<file path="config.mk">
export PLATFORM = sky130hd
export DESIGN_NAME = router_ctrl_fsm
export DESIGN_NICKNAME = d
export VERILOG_FILES = /design/src/rtl/router_ctrl_fsm.sv
export SDC_FILE = /design/constraint.sdc
export NUM_CORES = 1
export LEC_CHECK = 0
export ABC_AREA = 1
export CAP_MARGIN = 40
export CORE_MARGIN = 2
export CORE_UTILIZATION = 47
export CTS_CLUSTER_DIAMETER = 30
export DETAILED_ROUTE_END_ITERATION = 10
export GPL_ROUTABILITY_DRIVEN = 1
export GPL_TIMING_DRIVEN = 0
export PLACE_DENSITY = 0.83
export SYNTH_ARGS = -nofsm -noshare
export SYNTH_HDL_FRONTEND = slang
export SYNTH_SLANG_ARGS = --single-unit
</file>
<file path="constraint.sdc">
create_clock -name clk -period 1.7 [get_ports clk]
set_input_delay 0.255 -clock clk [delete_from_list [all_inputs] [get_ports clk]]
set_output_delay 0.255 -clock clk [all_outputs]
set_load 0.005 [all_outputs]
</file>
<file path="src/rtl/router_ctrl_fsm.sv">
// Control FSM for the N-output packet router: header decode, payload/parity sequencing,
// full-stall handling, bounded wait-for-empty and a drop path with a saturating counter.
module router_ctrl_fsm #(
  parameter int unsigned NUM_PORTS    = 3,
  parameter int unsigned ADDR_W       = $clog2(NUM_PORTS),
  parameter int unsigned DATA_W       = 8,
  parameter int unsigned WAIT_TIMEOUT = 32,
  parameter int unsigned CNT_W        = 8
) (
  input  logic                 clk,
  input  logic                 reset,
  input  logic                 pkt_valid,
  input  logic [DATA_W-1:0]    datain,
  input  logic                 fifo_full,
  input  logic [NUM_PORTS-1:0] fifo_empty,
  input  logic [NUM_PORTS-1:0] soft_reset,
  input  logic                 parity_done,
  input  logic                 low_packet_valid,
  output logic                 detect_add,
  output logic                 lfd_state,
  output logic                 ld_state,
  output logic                 laf_state,
  output logic                 full_state,
  output logic                 rst_int_reg,
  output logic                 write_enb_reg,
  output logic                 busy,
  output logic [ADDR_W-1:0]    dest_sel,
  output logic                 drop_state,
  output logic [CNT_W-1:0]     drop_cnt
);

  typedef enum logic [8:0] {
    StDecode        = 9'h001,
    StWaitEmpty     = 9'h002,
    StLoadFirst     = 9'h004,
    StLoadData      = 9'h008,
    StLoadParity    = 9'h010,
    StFifoFull      = 9'h020,
    StLoadAfterFull = 9'h040,
    StCheckParity   = 9'h080,
    StDrop          = 9'h100
  } state_e;

  localparam int unsigned NumSel  = 1 << ADDR_W;
  localparam int unsigned WcntW   = (WAIT_TIMEOUT > 1) ? $clog2(WAIT_TIMEOUT) : 1;
  localparam logic [WcntW-1:0] WaitLast =
      WcntW'((WAIT_TIMEOUT == 0) ? 0 : WAIT_TIMEOUT - 1);

  state_e             state_q, state_d;
  logic [WcntW-1:0]   wait_cnt_q, wait_cnt_d;
  logic [ADDR_W-1:0]  dest_sel_q, dest_sel_d;
  logic [CNT_W-1:0]   drop_cnt_q, drop_cnt_d;

  logic [ADDR_W-1:0]  addr;
  logic               addr_ok;
  logic [NumSel-1:0]  empty_ext;
  logic [NumSel-1:0]  srst_ext;
  logic               soft_hit;
  logic               unused_data;

  assign addr        = datain[ADDR_W-1:0];
  assign addr_ok     = 32'(addr) < NUM_PORTS;
  // Zero-padded so an out-of-range dest_sel never reads an empty or soft-reset flag.
  assign empty_ext   = NumSel'(fifo_empty);
  assign srst_ext    = NumSel'(soft_reset);
  assign soft_hit    = srst_ext[dest_sel_q];
  assign unused_data = ^datain;

  always_comb begin
    state_d = state_q;
    case (state_q)
      StDecode: begin
        if (pkt_valid) begin
          if (!addr_ok)             state_d = StDrop;
          else if (empty_ext[addr]) state_d = StLoadFirst;
          else                      state_d = StWaitEmpty;
        end
      end
      StWaitEmpty: begin
        if (empty_ext[dest_sel_q]) begin
          state_d = StLoadFirst;
        end else if (WAIT_TIMEOUT != 0 && wait_cnt_q == WaitLast) begin
          state_d = StDrop;
        end
      end
      StLoadFirst:  state_d = StLoadData;
      StLoadData: begin
        if (fifo_full)       state_d = StFifoFull;
        else if (!pkt_valid) state_d = StLoadParity;
      end
      StFifoFull: begin
        if (!fifo_full) state_d = StLoadAfterFull;
      end
      StLoadAfterFull: begin
        if (parity_done)           state_d = StDecode;
        else if (low_packet_valid) state_d = StLoadParity;
        else                       state_d = StLoadData;
      end
      StLoadParity:  state_d = StCheckParity;
      StCheckParity: state_d = fifo_full ? StFifoFull : StDecode;
      StDrop: begin
        if (!pkt_valid) state_d = StDecode;
      end
      default: state_d = StDecode;
    endcase
    if (state_q != StDecode && soft_hit) state_d = StDecode;
  end

  always_comb begin
    wait_cnt_d = (state_q == StWaitEmpty) ? wait_cnt_q + 1'b1 : '0;
    dest_sel_d = (state_q == StDecode && pkt_valid) ? addr : dest_sel_q;
    drop_cnt_d = drop_cnt_q;
    if (state_d == StDrop && state_q != StDrop && drop_cnt_q != '1) begin
      drop_cnt_d = drop_cnt_q + 1'b1;
    end
  end

  // Strobes are registered from the next state so they match the state they decode.
  always_ff @(posedge clk) begin
    if (reset) begin
      state_q       <= StDecode;
      wait_cnt_q    <= '0;
      dest_sel_q    <= '0;
      drop_cnt_q    <= '0;
      detect_add    <= 1'b1;
      lfd_state     <= 1'b0;
      ld_state      <= 1'b0;
      laf_state     <= 1'b0;
      full_state    <= 1'b0;
      rst_int_reg   <= 1'b0;
      drop_state    <= 1'b0;
      write_enb_reg <= 1'b0;
      busy          <= 1'b0;
    end else begin
      state_q       <= state_d;
      wait_cnt_q    <= wait_cnt_d;
      dest_sel_q    <= dest_sel_d;
      drop_cnt_q    <= drop_cnt_d;
      detect_add    <= state_d == StDecode;
      lfd_state     <= state_d == StLoadFirst;
      ld_state      <= state_d == StLoadData;
      laf_state     <= state_d == StLoadAfterFull;
      full_state    <= state_d == StFifoFull;
      rst_int_reg   <= state_d == StCheckParity;
      drop_state    <= state_d == StDrop;
      write_enb_reg <= state_d inside {StLoadData, StLoadAfterFull, StLoadParity};
      busy          <= state_d inside {StWaitEmpty, StLoadFirst, StLoadParity, StFifoFull,
                                       StLoadAfterFull, StCheckParity};
    end
  end

  assign dest_sel = dest_sel_q;
  assign drop_cnt = drop_cnt_q;

endmodule
</file>
== After elaboration in Yosys (flattened, before gate mapping) ==
Index checks and enable logic that the tools add are counted.
Storage, ports and cells
  bits in registers: 33
  input bits: 20
  output and inout port bits: 19
  logic and storage cells: 68
Cells by class
  $add $sub $neg: 2
  order comparisons: 3
  equal/unequal tests: 22
  mux-type cells: 20
  bitwise gates (word level): 1
  reduce and logical (&&, ||, !) cells: 7
Operator list (count)
  $mux 9: 9
  $pmux 9 s9: 1
  $eq 9x1->1 const B: 2
  $eq 9x2->1 const B: 2
  $eq 9x3->1 const B: 2
  $eq 9x4->1 const B: 2
  $eq 9x5->1 const B: 2
  $eq 9x6->1 const B: 2
  $eq 9x7->1 const B: 2
  $eq 9x8->1 const B: 2
  $eq 9x9->1 const B: 2
  $mux 5: 2
  $ne 9x1->1 const B: 1
  $ne 9x9->1 const B: 1
  $add 8x1->8 const B: 1
  $ne 8x8->1 const B: 1
  $bmux 1 s2: 3
  $lt 2x3->1 const B: 2
  $mux 6: 1
  $reduce_bool 6->1: 1
  $add 5x1->5 const B: 1
  $eq 5x5->1 const B: 1
  $logic_and 1x1->1: 4
  $mux 1: 3
  other kinds (5): 5

== Longest topological paths before layout ==
  word-level depth: 10
  mapped depth: 12
  gate-level depth less buffers: 12

== Worst setup path after synthesis ==
OpenSTA, ideal clock, no wires.
  path kind: register -> register
  from: register wait_cnt_q[0]
  to: register drop_cnt_q[7], in the netlist drop_cnt[7]
  setup time: 0.071 ns
  arrival time: 1.460 ns
  data required time: 1.629 ns
  path slack: 0.170 ns
  stages on the path, launching flop included: 13
  buffers on the path: 0
  cell sequence: dfxtp_1 -> ha_1 -> nand2_1 -> nor2_1 -> ha_1 -> inv_1 -> nand2_1 -> nand3_1 -> nand3_1 -> nand4_4 -> clkinv_4 -> nand2_1 -> a21oi_1
Between the ends
  word-level cells in the longest chain between the ends: 8
Ends and longest elaborated chain
  start: declaration: line 50  | logic [WcntW-1:0] wait_cnt_q, wait_cnt_d;
  start signal: assignment: line 136  | wait_cnt_q <= wait_cnt_d;
  $eq 5x5->1: line 82  | end else if (WAIT_TIMEOUT != 0 && wait_cnt_q == WaitLast) begin
  $mux 9: line 82
  $mux 9: line 80  | if (empty_ext[dest_sel_q]) begin
  $pmux 9 s9: line 71  | case (state_q)
  $mux 9: line 106  | if (state_q != StDecode && soft_hit) state_d = StDecode;
  $eq 9x9->1: line 113  | if (state_d == StDrop && state_q != StDrop && drop_cnt_q != '1) begin
  $logic_and 1x1->1 (2 in a row): line 113
  end signal: assignment: line 138  | drop_cnt_q <= drop_cnt_d;
  end: declaration: line 52  | logic [CNT_W-1:0] drop_cnt_q, drop_cnt_d;
No other way between the ends.
A chain may end at the register's enable or synchronous reset.

== Worst setup path in the final report ==
  from: register state_q[1]
  to: register drop_cnt_q[6], in the netlist drop_cnt[6]
Between the ends
  word-level cells in the longest chain between the ends: 7
  elaborated cells between the ends (all ways): 24
  those cells by class: 12 x eq/ne; 9 x mux; 3 x reduce/logical
Ends and longest elaborated chain
  start: declaration: line 49  | state_e state_q, state_d;
  start signal: assignment: line 121  | state_q <= StDecode;
  start signal: assignment: line 135  | state_q <= state_d;
  branches (longest 5 deep; another with $eq 9x9->1)
  $logic_and 1x1->1 * (2 in a row): line 113
Mark *: on every way between the ends.

==> flow_summary.yaml <==
grt:
  grt_pass1_wl_mm: 7.17
  grt_usage_pct: 22.2
  grt_remaining_overflow: 0
  antenna_found_initial: 0
  grt_max_degree: 12
  grt_pass1_vias: 1661
layout:
  nets: 331
  drive_gt1_share_pct: 27.5
  largest_register_ffs: 9
  syn_to_final_growth_pct: 46.5
  multi_input_area_sq_mm: 0.00108
  finish.utilization_pct: 73.2
  antenna_cells: 0
  nFillCells: 262
  ff_latch_area_sq_um: 689
  instances_no_fill: 355
  regMostFlops: "state_q"
  final_area_sq_mm: 0.00250
drt:
  drt_first_iter_violations: 188
  vias_per_cell: 5.29
  post_drt_wl_per_cell_microns: 13.9
  dr.pass1.iters: 5
  wirelength_mm: 4.95
  drtAntennaViolNets: 0
  drc: 0
  vias: 1877
clock_network:
  cts_tree: "yes"
  clkSinkCount: 33
  htreeDepth: 2
  insertion_delay_ps: 340
  cts_made_buffers: 5
  cts_max_path_buffers: 2
  path_clk_slew_ps: 100
  root_buffer: "clkbuf_4"
die:
  chipHeight_microns: 64.3
  rows: 21
  fp.dieW_microns: 64.3
  dieArea_sq_mm: 0.00413
  initial_core_util_pct: 50.0
  io_pins: 39
  core_area_sq_mm: 0.00342
worst_setup_path:
  cp_cell_sequence: "inv_1 -> nor2_1 -> nand3_1 -> nor2_2 -> nand3_2 -> nand3_4 -> nand4_4 -> clkinv_4 -> nand2_2 -> a21oi_2"
  path_class: "reg2reg"
  crit_family: "simple AND/OR/NAND/NOR gates"
  critPathBufInv: 2
  critPathRequiredTime_ps: 1970
  cp-end-kind: "register"
  cpMaxStageDelayCell: "dfxtp_2"
  start_kind: "register"
  cp.arrival_ps: 1980
  cp_max_fo: 8
  slowest_delay_ps: 370
timing:
  setup-tns-final_ps: -27.5
  tightestPinTransition_ps: 566
  slew_viol_final: 0
  skew_ps: 9.41
  layout_min_cycle_time_ps: 1710
  rsz0062_at_grt: "yes"
  finalCritPeriodShare_pct: 101
  relSlewSlack_pct: 62.3
  finalHoldViolations: 0
  setup_violations: 3
  max_freq_mhz: 583
  setup_slack_ps: -14.1
power_and_ir_drop:
  swShare_pct: 36.3
  p_comb_share_pct: 44.2
  power_density_mw_per_mm2: 1100
  p_int_mw: 1.76
  switchingPower_mw: 1.00
  pwr-share-clk_pct: 22.5
  leakage_nw: 1.05
  vdd_drop_max_mv: 0.742
  pwr-share-seq_pct: 33.3
  p_total_mw: 2.76
logic_synthesis:
  syn-num-nets: 274
  yosys.area.top_type: "dfxtp_1"
  synth_warnings: 0
  synth_area_leaders: "dfxtp_1 39%, nand2_1 13%, nor2_1 9.5%"
  syn-cell-area_sq_mm: 0.00171
  avgSynthCellArea_sq_um: 6.80
  ys_top_cells_by_count: "60 x nand2_1, 43 x nor2_1, 33 x dfxtp_1"
  yosysTopAreaCellShare_pct: 38.7
  synth_cells: 251
  async_reset_ff_share_pct: 0
  ys_seq_elements: 33
  synth_edf_count: 0
  ys_seq_area_share_pct: 38.7
  ys_types: 27
  yosysMostFrequentCell: "nand2_1"
  synthFlopType: "dfxtp_1"
placed_design:
  io_buffers: 31
  placed_cells: 328
  dp_hpwl_mm: 2.87
  placed_cell_area_sq_mm: 0.00207
  gp_congestion: 0.949
outcome:
  violations: "setup timing"
  outcome: "finished, violations left"
hold_path:
  hp-class: "in2reg"
job:
  cap_violations: 0
-- metrics by stage --
stage	setup slack [ps]	hold WS [ps]
3_3_place_gp	-121	430
5_1_grt	-121	433
4_1_cts	9.83	393
3_5_place_dp	-179	442
6_report	-14.1	398
2_1_floorplan	170	339
-- final timing paths --
kind	startpoint	end	slack, ps	depth (start not counted)
setup / recovery	state_q[1]$_SDFF_PP0_	drop_cnt[6]$_SDFFE_PP0P_	-10	10
hold / removal	pkt_valid	dest_sel[1]$_SDFFE_PP0P_	400	3
setup reg to reg	state_q[1]$_SDFF_PP0_	drop_cnt[6]$_SDFFE_PP0P_	-10	10
hold reg to reg	drop_cnt[1]$_SDFFE_PP0P_	drop_cnt[1]$_SDFFE_PP0P_	490	2
-- what timing repair did --
| item | 4_1_cts | 5_1_grt |
|---|---|---|
| pin swaps | 6 | 14 |
| hold buffers | 0 | 0 |
| hold endpoints to repair | 0 | 0 |
| setup endpoints to repair | 9 | 23 |
| gates cloned | 1 | 0 |
| resized for setup | 15 | 45 |
| buffers inserted | 8 | 10 |
-- cell type report --
cell class,count,area share (%)
Clock inverter,1,1.20
Timing Repair Buffer,49,17.8
Multi-Input combinational cell,183,43.2
Clock buffer,7,2.20
Tap cell,46,2.30
Buffer,3,0.450
Sequential cell,33,27.6
Inverter,33,5.26
-- tightest hold or removal path, cell delays in order --
cell      delay (ps)
clkbuf_1         210
nand3_1          170
a21oi_1           70
-- power groups by stage --
stage	Combinational [mW]	Sequential, mW	Clock (mW)
6_report	1.22	0.920	0.621
5_1_grt	1.32	0.930	0.666
4_1_cts	0.906	0.904	0.630
3_5_place_dp	0.757	0.919	0
3_3_place_gp	0.748	0.919	0
2_1_floorplan	0.494	0.917	0
-- routing by layer --
layer | track usage [%] | wire, microns
met1 | 26.0 | 1900
met2 | 39.6 | 2510
met3 | 5.11 | 410
met4 | 7.45 | 131
met5 | 0 | 0
-- cell usage in the layout (no fill, tap or decap), types with 2 or more instances in the layout --
cell	instances
a21oi_1	6
a21oi_2	6
buf_4	18
clkbuf_1	4
clkbuf_4	5
clkdlybuf4s50_1	31
dfxtp_1	20
dfxtp_2	8
dfxtp_4	5
inv_1	27
inv_2	4
nand2_1	48
nand2_2	13
nand2_4	2
nand3_1	17
nand3_2	3
nand3_4	2
nand4_1	6
nand4_4	2
nor2_1	39
nor2_2	4
nor2_4	3
nor3_1	4
nor3_4	2
o21ai_0	6
o22ai_1	3
xor2_1	6
-- cell families after synthesis --
group | Yosys count | share of synthesized area, %
buf+inv | 36 | 8.21
simple gates | 148 | 39.9
compound gates | 25 | 7.92
fa+ha+maj | 3 | 2.20
flops | 33 | 38.7
xor+xnor | 6 | 3.08
(Power assumes the default switching activity.)
